## src/rtl/serial_paralelo_bc_pkg.sv

```systemverilog
// Shared definitions for the serial-to-parallel comma-alignment receiver:
// the comma character and the alignment state encoding.
package serial_paralelo_bc_pkg;

    // Alignment / idle character
    localparam logic [7:0] COMMA = 8'hBC;

    // Alignment state machine encoding
    typedef enum logic [1:0] {
        SEARCH = 2'd0,
        ALIGN  = 2'd1,
        ACTIVE = 2'd2
    } serpar_state_e;

endpackage

```

## src/rtl/serial_paralelo_bc_if.sv

```systemverilog
// Bus between the serial source and the receiver: serial bit in, aligned
// word plus status out. The source side is the master, the receiver the slave.
interface serial_paralelo_bc_if;

    logic       data_in;
    logic [7:0] data_out;
    logic       valid_out;
    logic       active;
    logic       word_tick;

    modport master (
        output data_in,
        input  data_out,
        input  valid_out,
        input  active,
        input  word_tick
    );

    modport slave (
        input  data_in,
        output data_out,
        output valid_out,
        output active,
        output word_tick
    );

endinterface

```

## src/rtl/serial_paralelo_bc_bc_detector.sv

```systemverilog
// Comma alignment tracker: finds the first comma, then requires BC_COUNT
// consecutive commas on the resulting 8-bit grid before declaring the link
// active. Once active it keeps the word grid and flags each word boundary.
module bc_detector
    import serial_paralelo_bc_pkg::*;
#(
    parameter int unsigned BC_COUNT = 4,
    parameter logic [7:0]  COMMA_CH = COMMA
) (
    input  logic       clk_32f,
    input  logic       reset,
    input  logic [7:0] cand,
    output logic       boundary,
    output logic       active
);

    localparam logic [3:0] BC_TARGET = 4'(BC_COUNT);

    serpar_state_e state_q, state_d;
    logic [2:0]    bit_cnt_q, bit_cnt_d;
    logic [3:0]    bc_cnt_q, bc_cnt_d;
    logic          active_q, active_d;

    logic is_comma;
    logic at_boundary;

    assign is_comma    = (cand == COMMA_CH);
    assign at_boundary = (bit_cnt_q == 3'd7);

    // State, bit position and comma count registers
    always_ff @(posedge clk_32f or posedge reset) begin
        if (reset) begin
            state_q   <= SEARCH;
            bit_cnt_q <= 3'd0;
            bc_cnt_q  <= 4'd0;
            active_q  <= 1'b0;
        end else begin
            state_q   <= state_d;
            bit_cnt_q <= bit_cnt_d;
            bc_cnt_q  <= bc_cnt_d;
            active_q  <= active_d;
        end
    end

    // Next-state logic: hunt on every bit, then verify on the byte grid
    always_comb begin
        state_d   = state_q;
        bit_cnt_d = bit_cnt_q;
        bc_cnt_d  = bc_cnt_q;
        active_d  = active_q;
        case (state_q)
            SEARCH: begin
                if (is_comma) begin
                    bit_cnt_d = 3'd0;
                    bc_cnt_d  = 4'd1;
                    if (BC_TARGET == 4'd1) begin
                        state_d  = ACTIVE;
                        active_d = 1'b1;
                    end else begin
                        state_d = ALIGN;
                    end
                end
            end
            ALIGN: begin
                bit_cnt_d = bit_cnt_q + 3'd1;
                if (at_boundary) begin
                    if (is_comma) begin
                        bc_cnt_d = bc_cnt_q + 4'd1;
                        if (bc_cnt_d == BC_TARGET) begin
                            state_d  = ACTIVE;
                            active_d = 1'b1;
                        end
                    end else begin
                        // Grid broken: drop the count and hunt again
                        bc_cnt_d = 4'd0;
                        state_d  = SEARCH;
                    end
                end
            end
            ACTIVE: begin
                // No loss-of-sync: stay here until reset
                bit_cnt_d = bit_cnt_q + 3'd1;
            end
            default: begin
                state_d = SEARCH;
            end
        endcase
    end

    assign boundary = (state_q == ACTIVE) && at_boundary;
    assign active   = active_q;

endmodule

```

## src/rtl/serial_paralelo_bc.sv

```systemverilog
// Receive-side serial-to-parallel stage with 0xBC comma alignment, running
// entirely on clk_32f. The output word is updated once per 8 bit clocks and
// held in between so slower downstream demux stages can sample it.
// Optional build macro: SERPAR_IDLE_ZERO_EN -- when defined, idle (comma)
// words are presented as 8'h00 instead of the raw comma.
module serial_paralelo_bc
    import serial_paralelo_bc_pkg::*;
#(
    parameter logic [7:0]  COMMA_CH = COMMA,
    parameter int unsigned BC_COUNT = 4
) (
    input  logic                 clk_32f,
    input  logic                 reset,
    serial_paralelo_bc_if.slave  bus
);

    // Only the seven most recent bits are ever needed: together with the
    // incoming bit they form the candidate byte.
    logic [6:0] shift_q;
    logic [7:0] cand;
    logic [7:0] data_out_q, data_out_d;
    logic       valid_q, valid_d;
    logic       tick_q, tick_d;
    logic       boundary;
    logic       active;

    assign cand = {shift_q, bus.data_in};

    bc_detector #(
        .BC_COUNT (BC_COUNT),
        .COMMA_CH (COMMA_CH)
    ) u_bc_detector (
        .clk_32f  (clk_32f),
        .reset    (reset),
        .cand     (cand),
        .boundary (boundary),
        .active   (active)
    );

    // Serial shift register, runs every cycle regardless of alignment
    always_ff @(posedge clk_32f or posedge reset) begin
        if (reset) begin
            shift_q <= 7'd0;
        end else begin
            shift_q <= cand[6:0];
        end
    end

    // Output word update at each active word boundary, hold otherwise
    always_comb begin
        data_out_d = data_out_q;
        valid_d    = valid_q;
        tick_d     = 1'b0;
        if (boundary) begin
            tick_d  = 1'b1;
            valid_d = (cand != COMMA_CH);
`ifdef SERPAR_IDLE_ZERO_EN
            data_out_d = (cand != COMMA_CH) ? cand : 8'h00;
`else
            data_out_d = cand;
`endif
        end
    end

    // Output registers
    always_ff @(posedge clk_32f or posedge reset) begin
        if (reset) begin
            data_out_q <= 8'h00;
            valid_q    <= 1'b0;
            tick_q     <= 1'b0;
        end else begin
            data_out_q <= data_out_d;
            valid_q    <= valid_d;
            tick_q     <= tick_d;
        end
    end

    assign bus.data_out  = data_out_q;
    assign bus.valid_out = valid_q;
    assign bus.word_tick = tick_q;
    assign bus.active    = active;

endmodule

```

## src/flat_wrapper.sv

```systemverilog
// flat-port wrapper written by rule: the top's interface ports become plain ports
module serial_paralelo_bc_flat import serial_paralelo_bc_pkg::*;
#(
    parameter logic [7:0]  COMMA_CH = COMMA,
    parameter int unsigned BC_COUNT = 4
)
  (clk_32f, reset, bus_data_in, bus_data_out, bus_valid_out, bus_active, bus_word_tick);
  serial_paralelo_bc_if bus_i ();
  input  logic clk_32f;
  input  logic reset;
  input wire logic [$bits(bus_i.data_in)-1:0] bus_data_in;
  output wire logic [$bits(bus_i.data_out)-1:0] bus_data_out;
  output wire logic [$bits(bus_i.valid_out)-1:0] bus_valid_out;
  output wire logic [$bits(bus_i.active)-1:0] bus_active;
  output wire logic [$bits(bus_i.word_tick)-1:0] bus_word_tick;
  assign bus_i.data_in = bus_data_in;
  assign bus_data_out = bus_i.data_out;
  assign bus_valid_out = bus_i.valid_out;
  assign bus_active = bus_i.active;
  assign bus_word_tick = bus_i.word_tick;
  serial_paralelo_bc #(.COMMA_CH(COMMA_CH), .BC_COUNT(BC_COUNT)) u_core (.clk_32f(clk_32f), .reset(reset), .bus(bus_i));
endmodule
```

## config.mk

```make
export PLATFORM = sky130hd
export DESIGN_NAME = serial_paralelo_bc_flat
export DESIGN_NICKNAME = d
export VERILOG_FILES = /design/src/rtl/serial_paralelo_bc_pkg.sv /design/src/rtl/serial_paralelo_bc_if.sv /design/src/rtl/serial_paralelo_bc_bc_detector.sv /design/src/rtl/serial_paralelo_bc.sv /design/src/flat_wrapper.sv
export SDC_FILE = /design/constraint.sdc
export NUM_CORES = 1
export LEC_CHECK = 0
export ABC_AREA = 1
export CORE_MARGIN = 2
export CORE_UTILIZATION = 45
export CTS_CLUSTER_DIAMETER = 150
export DETAILED_ROUTE_END_ITERATION = 12
export PLACE_DENSITY = 0.65
export SETUP_SLACK_MARGIN = 0.02
export SYNTH_ARGS = -nofsm -noshare
export SYNTH_HDL_FRONTEND = slang
export SYNTH_SLANG_ARGS = --single-unit
```

## constraint.sdc

```tcl
create_clock -name clk_32f -period 1.96 [get_ports clk_32f]
set_clock_uncertainty 0.05 [all_clocks]
set_input_delay 0.294 -clock clk_32f [delete_from_list [all_inputs] [get_ports clk_32f]]
set_output_delay 0.294 -clock clk_32f [all_outputs]
set_load 0.02 [all_outputs]
```

==> flow_metrics.tcl, run 1 <==
set metrics [dict create \
    die-area_um2 3120 \
    gate_count_of_the_mapped_netlist 132 \
    timing.critical_path.arrival_ns 1.32 \
    finalCriticalPeriod_ns 1.66 \
    place.port_buffers 13 \
    post-dp-hpwl_um 1500 \
    design_power_total_uw 1260 \
    ctsHtreeMaxLevel 1 \
    placement.cell_area_um2 1390 \
    hold_bufs_at_cts 0 \
    final_antenna_net_count 0 \
    global_route_wire_length_before_repair_um 3690 \
    cap_viol_max_count 0 \
    cpPeakStageDelay_ns 0.61 \
    tritoncts "built" \
    route.detailed.vias_per_inst 4.84 \
    worst_skew_late_latency_ns 0.32 \
    cts_root_buffer "clkbuf_4" \
    grt_setup_unrepaired "false" \
    met3_demand_to_capacity_share_in_global_routing 0.0209 \
    total_nets_after_synthesis 142 \
    setup_viol 0 \
    post-cts-setup-buffer-count 0 \
    core_um2 2520 \
    cp_max_fo 2 \
    finalCritPeriodShare 0.847 \
    multi_input_comb_area_um2 477 \
    critPathKind "flip-flop to output port" \
    initial_core_utilization 0.479 \
    yosys_register_bits 27 \
    whs_ns 0.248 \
    fraction_of_final_layout_cells_sized_beyond_drive_strength_1 0.107 \
    number_of_global_route_vias_before_repair 857 \
    antenna_found_initial 0 \
    areaGrowthSynthToFinish_pct 17.4 \
    worst_path_buf_inv 1 \
    fmax_mhz 603 \
    post_synth.cell_area_avg_um2 9.16 \
    synth.top_cell.area_share 0.559 \
    yosysWarnings 0 \
    post_synth_main_area_contributors "dfrtp_1 56%, nand2_1 17%, ha_1 7.2%" \
    grt_start_max_net_pins 28 \
    timing.setup.tns_ns 0 \
    worstSetupEndpointType "output port" \
    final_net_count 161 \
    syn_area_um2 1210 \
    postCtsResizedCells 0 \
    synthDominantAreaCellType "dfrtp_1" \
    rows 18 \
    post-route-cell-area_um2 1420 \
    ioPinCount 14 \
    critical-path-top-delay-family "buffers and inverters" \
    slew-limit-headroom 0.778 \
    antenna-diode-count 0 \
    worst_pin_slew_ns 0.333 \
    timing.hold.worst.class "input port to asynchronous set/reset pin" \
    grt.met2_usage 0.253 \
    clkTransAtPathRegs_ns 0.15 \
    status "complete, no violations" \
    drt-pass1-iter-count 4 \
    vias 872 \
    largest_voltage_drop_on_the_vdd_net_v 0.000590 \
    detail_route.drc_violations 0 \
    finalHoldViolations 0 \
    power.static_leakage_uw 0.000721 \
    final.fill_count 249 \
    cts.sinks 27 \
    report.final.slew_viol_count 0 \
    grtUsageTotal 0.148 \
    clk_path_buf_depth 2 \
    worstSetupStartpointType "flip-flop" \
    timing.critical_path.cells "clkdlybuf4s50_1" \
    grt.met1_usage 0.189 \
    grt_busiest_layer "met2" \
    chipHeight_um 55.8 \
    place.gp.congestion 0.772 \
    synth-seq-area-share 0.559 \
    wirelength_um 2010 \
    chipWidth_um 55.8 \
    wirelength_per_cell_um 11.2 \
    netlist_cell_types 23 \
    cp_slowest_cell "clkdlybuf4s50_1" \
    dr.first_iter.drc_count 12 \
    timing.critical_path.required_ns 1.62 \
    power_per_cell_area_nw_per_um2 885 \
    register_area_um2 676 \
    cts_buffers 3 \
    global_route.overflow_total 0 \
]
layout by cell type (no fill, tap or decap):
master and instances:
a21o_1 1, a21oi_2 1, a21oi_4 1, a31oi_1 1, buf_4 2, clkbuf_4 3, clkdlybuf4s50_1 13, clkinv_1 1
dfrtp_1 27, ha_1 7, inv_1 12, inv_2 1, inv_6 1, nand2_1 54, nand2_2 2, nand3_1 6
nand3b_1 2, nand4_1 1, nor2_1 3, nor2_2 2, nor2_4 1, nor3_1 1, o21ai_0 4, o21ai_2 1
or2_1 1, or2_4 1
cell usage after synthesis:
cell type and count:
or2_1 1, nor2_1 3, nor2_4 1, dfrtp_1 27
a21oi_4 1, clkinv_1 1, o21ai_0 4, nor2_2 2
a21oi_2 1, a21o_1 1, nand2_1 54, o21ai_2 1
nand2_2 2, or2_4 1, nand3b_1 2, nor3_1 1
clkbuf_1 1, ha_1 7, inv_1 12, nand3_1 6
nand4_1 1, a31oi_1 1, inv_2 1
sequential cells by signal, summed over array words and instances (netlist names):
name and count:
u_core.bus.data_out 8, u_core.u_bc_detector.bit_cnt_q 3, u_core.u_bc_detector.active 1, u_core.u_bc_detector.state_q 2
u_core.shift_q 7, u_core.bus.valid_out 1, u_core.u_bc_detector.bc_cnt_q 4, u_core.bus.word_tick 1
kinds of logic after synthesis:
family / count (synthesis) / share of synthesized area
AND/OR/NAND/NOR: 74 / 0.266
flip-flops: 27 / 0.559
AO/OA/AOI/OAI: 9 / 0.0559
buffers and inverters: 15 / 0.0466
adder cells (fa/ha/maj): 7 / 0.0725
through the flow:
step / setup slack [ns] / util / instances
after floorplan: 0.530 / - / 132
after global placement: 0.301 / 0.550 / 176
after detailed placement: 0.240 / 0.550 / 176
after CTS: 0.275 / 0.563 / 180
after global routing: 0.240 / 0.563 / 180
final: 0.300 / 0.563 / 180
metal layers:
layer	vias up	wire (um)
li1	445	-
met1	418	967
met2	7	989
met3	2	43
met4	0	12
met5	-	0
report_power, final:
part,switching (uW),internal (uW)
sequential,49.2,612
combinational,214,133
clock,165,83.0
total,428,828
path summary, 6_finish.rpt:
kind                       slack, ns                                         from                                            to  depth (start not counted)
min                             0.25                                        reset                   u_core.shift_q[1]$_DFF_PP0_                          3
min in group clk_32f            0.34                  u_core.shift_q[0]$_DFF_PP0_                   u_core.shift_q[1]$_DFF_PP0_                          0
min reg2reg                     0.34                  u_core.shift_q[0]$_DFF_PP0_                   u_core.shift_q[1]$_DFF_PP0_                          0
max in group asynchronous       1.36                                        reset  u_core.u_bc_detector.bc_cnt_q[1]$_DFFE_PP0P_                          3
max reg2reg                     0.38  u_core.u_bc_detector.state_q[1]$_DFFE_PP0P_  u_core.u_bc_detector.bc_cnt_q[1]$_DFFE_PP0P_                          8
max                             0.30           u_core.bus.data_out[6]$_DFFE_PP0P_                               bus_data_out[6]                          1
cell type report:
cell class	count	area share
sequential	27	0.476
multi-input combinational	90	0.336
timing repair buffer	15	0.102
inverter	14	0.0370
tap	30	0.0265
clock buffer	3	0.0159
clock inverter	1	0.00617
Note: power is estimated with default switching activity, not from simulation.
==> run 2, diff against run 1 <==
PLACE_DENSITY = 0.68   (was 0.65)
clock period = 1.5 ns   (was 1.96 ns; I/O delays follow)
==> run 2 against run 1 <==
  * Total power increased by 48%
  * Register-to-register slack got worse by 0.30 ns
  * Worst hold slack got worse by 0.073 ns
  * Largest cell class unchanged
==> flow_metrics.tcl, run 2 (synthesized netlist as in run 1, its figures left out) <==
set metrics [dict create \
    status "complete, no violations" \
    grtUsageTotal 0.148 \
    timing.setup.tns_ns 0 \
    worst_pin_slew_ns 0.330 \
    cpPeakStageDelay_ns 0.42 \
    global_route.overflow_total 0 \
    fraction_of_final_layout_cells_sized_beyond_drive_strength_1 0.277 \
    rows 18 \
    layout.cells.most_common_list "47 x nand2_1, 26 x dfrtp_1, 11 x dlygate4sd2_1, 11 x buf_4, 10 x inv_1" \
    cts.sinks 27 \
    dr.first_iter.drc_count 18 \
    detail_route.drc_violations 0 \
    largest_voltage_drop_on_the_vdd_net_v 0.00111 \
    preCtsSetupSlack_ns -0.112 \
    power.static_leakage_uw 0.000813 \
    cp_common_cell "nand2_1" \
    finalCriticalPeriod_ns 1.42 \
    worst_path_buf_inv 1 \
    timing.critical_path.cells "ha_2 > ha_4 > or2_4 > nand2_4 > a21oi_4 > inv_2 > nand2_1 > nand2_1" \
    post-route-worst-setup-slack_ns 0.0753 \
    timing.hold.worst.class "input port to asynchronous set/reset pin" \
    clkTransAtPathRegs_ns 0.15 \
    chipWidth_um 55.8 \
    post-dp-hpwl_um 1540 \
    tritoncts "built" \
    chipHeight_um 55.8 \
    worstSetupStartpointType "flip-flop" \
    finalCritPeriodShare 0.950 \
    report.final.slew_viol_count 0 \
    worst_skew_late_latency_ns 0.32 \
    register_area_um2 677 \
    die-area_um2 3120 \
    largest_register_ff_count 8 \
    antenna-diode-count 0 \
    wirelength_um 2200 \
    core_um2 2520 \
    cts_buffers 3 \
    finalHoldViolations 0 \
    worstSetupEndpointType "flip-flop" \
    timing.critical_path.arrival_ns 1.65 \
    initial_core_utilization 0.479 \
    global_route_wire_length_before_repair_um 3720 \
    final_antenna_net_count 0 \
    timing.critical_path.required_ns 1.73 \
    critPathKind "flip-flop to flip-flop" \
    grt_setup_unrepaired "true" \
    hold_bufs_at_cts 0 \
    wirelength_per_cell_um 11.7 \
    final.fill_count 226 \
    drt-pass1-iter-count 4 \
    ioPinCount 14 \
    place.gp.congestion 0.780 \
    cp_max_fo 5 \
    number_of_global_route_vias_before_repair 894 \
    critical-path-top-delay-family "simple AND/OR/NAND/NOR gates" \
    ctsHtreeMaxLevel 1 \
    power_per_cell_area_nw_per_um2 1190 \
    clk_path_buf_depth 2 \
    setup_viol 0 \
    antenna_found_initial 0 \
    cts_root_buffer "clkbuf_4" \
    multi_input_comb_area_um2 562 \
    vias 950 \
    place.port_buffers 13 \
    fmax_mhz 702 \
    grt_start_max_net_pins 28 \
    cp_slowest_cell "dfrtp_1" \
    areaGrowthSynthToFinish_pct 29.2 \
    cap_viol_max_count 0 \
    route.detailed.vias_per_inst 5.03 \
    final_common_cell "nand2_1" \
    slew-limit-headroom 0.780 \
    final_net_count 170 \
]
-- run 2: layout make-up --
type | instances | area share
Tap cell | 30 | 0.0240
Inverter | 14 | 0.0361
Clock inverter | 1 | 0.00481
Sequential cell | 27 | 0.433
Timing Repair Buffer | 24 | 0.127
Multi-Input combinational cell | 90 | 0.360
Clock buffer | 3 | 0.0144
-- run 2: per-layer routing --
layer,global-route usage,routed length [um]
met5,0,0
met2,0.255,1120
met3,0.0256,56
met4,0.0510,30
met1,0.190,990
-- run 2: final timing paths --
path / startpoint / cells after the start / slack, ns / endpoint
worst max-delay path: u_core.u_bc_detector.bit_cnt_q[1]$_DFFE_PP0P_ / 8 / 0.08 / u_core.u_bc_detector.bc_cnt_q[2]$_DFFE_PP0P_
worst min-delay path: reset / 3 / 0.18 / u_core.u_bc_detector.active$_DFFE_PP0P_
worst max register to register: u_core.u_bc_detector.bit_cnt_q[1]$_DFFE_PP0P_ / 8 / 0.08 / u_core.u_bc_detector.bc_cnt_q[2]$_DFFE_PP0P_
worst min register to register: u_core.shift_q[5]$_DFF_PP0_ / 0 / 0.35 / u_core.shift_q[6]$_DFF_PP0_
max in group asynchronous: reset / 3 / 0.96 / u_core.u_bc_detector.bc_cnt_q[0]$_DFFE_PP0P_
min in group clk_32f: bus_data_in / 1 / 0.32 / u_core.shift_q[0]$_DFF_PP0_
-- run 2: worst register-to-register path, cell delays in order, from the launching register on --
cell and delay [ns]:
dfrtp_1 0.42, ha_2 0.20, ha_4 0.17, or2_4 0.25, nand2_4 0.07, a21oi_4 0.04
inv_2 0.07, nand2_1 0.05, nand2_1 0.06
-- run 2: power by group --
group / switching (uW) / internal (uW)
clock network: 211 / 102
logic: 367 / 310
registers: 60.8 / 802
total: 640 / 1210
-- run 2: timing repair --
| item | in CTS | in global routing |
|---|---|---|
| pin swaps | 0 | 7 |
| resized for setup | 13 | 24 |
| hold endpoints to repair | 0 | 0 |
| setup endpoints to repair | 18 | 16 |
| buffers inserted | 1 | 5 |
-- run 2: stage by stage --
| stage | util | instances | power (uW) | cell area [um2] | hold WS (ns) |
|---|---|---|---|---|---|
| 3_3_place_gp | 0.559 | 179 | 1350 | 1410 | 0.308 |
| 5_1_grt | 0.619 | 189 | 1990 | 1560 | 0.234 |
| 2_1_floorplan | - | 132 | 1240 | 1210 | 0.206 |
| 3_5_place_dp | 0.559 | 179 | 1380 | 1410 | 0.312 |
| 6_report | 0.619 | 189 | 1850 | 1560 | 0.175 |
| 4_1_cts | 0.570 | 184 | 1720 | 1440 | 0.182 |
==> run 3, diff against run 2 <==
DONT_BUFFER_PORTS = 1   (was unset)
PLACE_DENSITY = 0.61   (was 0.68)
==> run 3 against run 2 <==
  * Final cell count down 5.8%
  * Critical endpoint is now u_core.u_bc_detector.state_q[0]$_DFFE_PP0P_
  * Critical path type unchanged
  * Via count shrank 8.3%
  * Total power fell by 1.2%
  * Critical path depth unchanged
  * Cell area is 7.2% lower
==> flow_metrics.tcl, run 3 (synthesized netlist as in run 1, its figures left out) <==
set metrics [dict create \
    wirelength_per_cell_um 12.0 \
    fmax_mhz 693 \
    worstSetupStartpointType "flip-flop" \
    wirelength_um 2130 \
    final_core_utilization 0.574 \
    power_per_cell_area_nw_per_um2 1260 \
    rows 18 \
    fraction_of_final_layout_cells_sized_beyond_drive_strength_1 0.270 \
    route.detailed.vias_per_inst 4.89 \
    global_route.overflow_total 0 \
    tritoncts "built" \
    cp_common_cell "nand2_1" \
    clk_path_buf_depth 2 \
    finalCritPeriodShare 0.962 \
    report.final.slew_viol_count 0 \
    die-area_um2 3120 \
    design_power_total_uw 1830 \
    post-route-cell-area_um2 1450 \
    final_net_count 159 \
    dr.first_iter.drc_count 17 \
    cts.sinks 27 \
    power.static_leakage_uw 0.000730 \
    global_route_wire_length_before_repair_um 3600 \
    cts_buffers 3 \
    post_layout_nonfiller_instances 178 \
    largest_voltage_drop_on_the_vdd_net_v 0.000837 \
    timing.critical_path.required_ns 1.72 \
    critPathKind "flip-flop to flip-flop" \
    grtUsageTotal 0.148 \
    antenna_found_initial 0 \
    cpPeakStageDelay_ns 0.41 \
    ctsHtreeMaxLevel 1 \
    whs_ns 0.0124 \
    slew-limit-headroom 0.777 \
    finalCriticalPeriod_ns 1.44 \
    clkTransAtPathRegs_ns 0.13 \
    timing.critical_path.arrival_ns 1.66 \
    chipHeight_um 55.8 \
    cp_max_fo 3 \
    layout.cells.most_common_list "50 x nand2_1, 26 x dfrtp_1, 11 x buf_4, 9 x inv_1, 6 x nand3_1" \
    number_of_global_route_vias_before_repair 821 \
    setup_viol 0 \
    grt_start_max_net_pins 28 \
    ioPinCount 14 \
    worst_pin_slew_ns 0.334 \
    final.fill_count 232 \
    detail_route.drc_violations 0 \
    antenna-diode-count 0 \
    grt_setup_unrepaired "true" \
    status "complete, no violations" \
    chipWidth_um 55.8 \
    final_antenna_net_count 0 \
    initial_core_utilization 0.479 \
    place.gp.congestion 0.738 \
    drt-pass1-iter-count 4 \
    areaGrowthSynthToFinish_pct 19.9 \
    placement.cell_area_um2 1280 \
    worst_path_buf_inv 0 \
    worstSetupEndpointType "flip-flop" \
    vias 871 \
    post-dp-hpwl_um 1440 \
    cp_slowest_cell "dfrtp_1" \
    placedCellCount 166 \
    largest_register_ff_count 8 \
    cap_viol_max_count 0 \
    cts_root_buffer "clkbuf_4" \
    critical-path-top-delay-family "simple AND/OR/NAND/NOR gates" \
    timing.critical_path.cells "ha_2 > ha_4 > or2_4 > nand2_1 > a21oi_2 > nand2_1 > nand2_1 > nand2_1" \
    place.port_buffers 0 \
    finalHoldViolations 0 \
    timing.hold.worst.class "input port to flip-flop" \
    final_common_cell "nand2_1" \
    core_um2 2520 \
    worst_skew_late_latency_ns 0.32 \
]
[run 3: final timing paths]
path                                                               startpoint                                            to  slack (ns)  cells past startpoint
worst max-delay path            u_core.u_bc_detector.bit_cnt_q[0]$_DFFE_PP0P_   u_core.u_bc_detector.state_q[0]$_DFFE_PP0P_        0.06                      8
worst max register to register  u_core.u_bc_detector.bit_cnt_q[0]$_DFFE_PP0P_   u_core.u_bc_detector.state_q[0]$_DFFE_PP0P_        0.06                      8
worst min-delay path                                              bus_data_in            u_core.bus.data_out[0]$_DFFE_PP0P_        0.01                      2
max in group asynchronous                                               reset  u_core.u_bc_detector.bc_cnt_q[0]$_DFFE_PP0P_        0.79                      3
min in group asynchronous                                               reset       u_core.u_bc_detector.active$_DFFE_PP0P_        0.34                      3
worst min register to register                    u_core.shift_q[0]$_DFF_PP0_                   u_core.shift_q[1]$_DFF_PP0_        0.34                      0
[run 3: layout make-up]
class                      instances  area, um2  area share
clock buffer                       4       26.3      0.0181
tap                               30       37.5      0.0259
inverter                          14       56.3      0.0389
sequential                        27        677       0.467
timing repair buffer              13        103      0.0708
multi-input combinational         90        549       0.379
[run 3: repair_timing]
item | in CTS | in global routing
hold buffers | 2 | 0
setup endpoints to repair | 7 | 14
pin swaps | 1 | 4
hold endpoints to repair | 28 | 0
gates resized for setup | 2 | 20
buffers inserted | 1 | 5
[run 3: routing by layer]
| metal | up-vias | global-route usage | wire length [um] |
|---|---|---|---|
| met5 | - | 0 | 0 |
| met4 | 0 | 0.0408 | 26 |
| met3 | 5 | 0.0512 | 78 |
| met2 | 15 | 0.221 | 1010 |
| met1 | 409 | 0.206 | 1020 |
| li1 | 442 | - | - |
[run 3: power breakdown]
part | leakage [uW] | switching [uW] | total [uW] | internal [uW]
clock network | 0.0000150 | 201 | 305 | 104
logic | 0.000372 | 339 | 660 | 321
registers | 0.000344 | 64.6 | 867 | 802
[run 3: worst reg2reg max path, stage by stage, from the launching register on]
cell and delay (ns):
dfrtp_1 0.41, ha_2 0.20, ha_4 0.16, or2_4 0.25, nand2_1 0.07, a21oi_2 0.05
nand2_1 0.09, nand2_1 0.05, nand2_1 0.06
[run 3: per-stage QoR]
step	TNS, ns	worst slack [ns]
6_report	0	0.0573
5_1_grt	-0.0556	-0.0325
4_1_cts	0	0.0322
3_5_place_dp	-0.0136	-0.00735
3_3_place_gp	0	0.0272
2_1_floorplan	0	0.0701
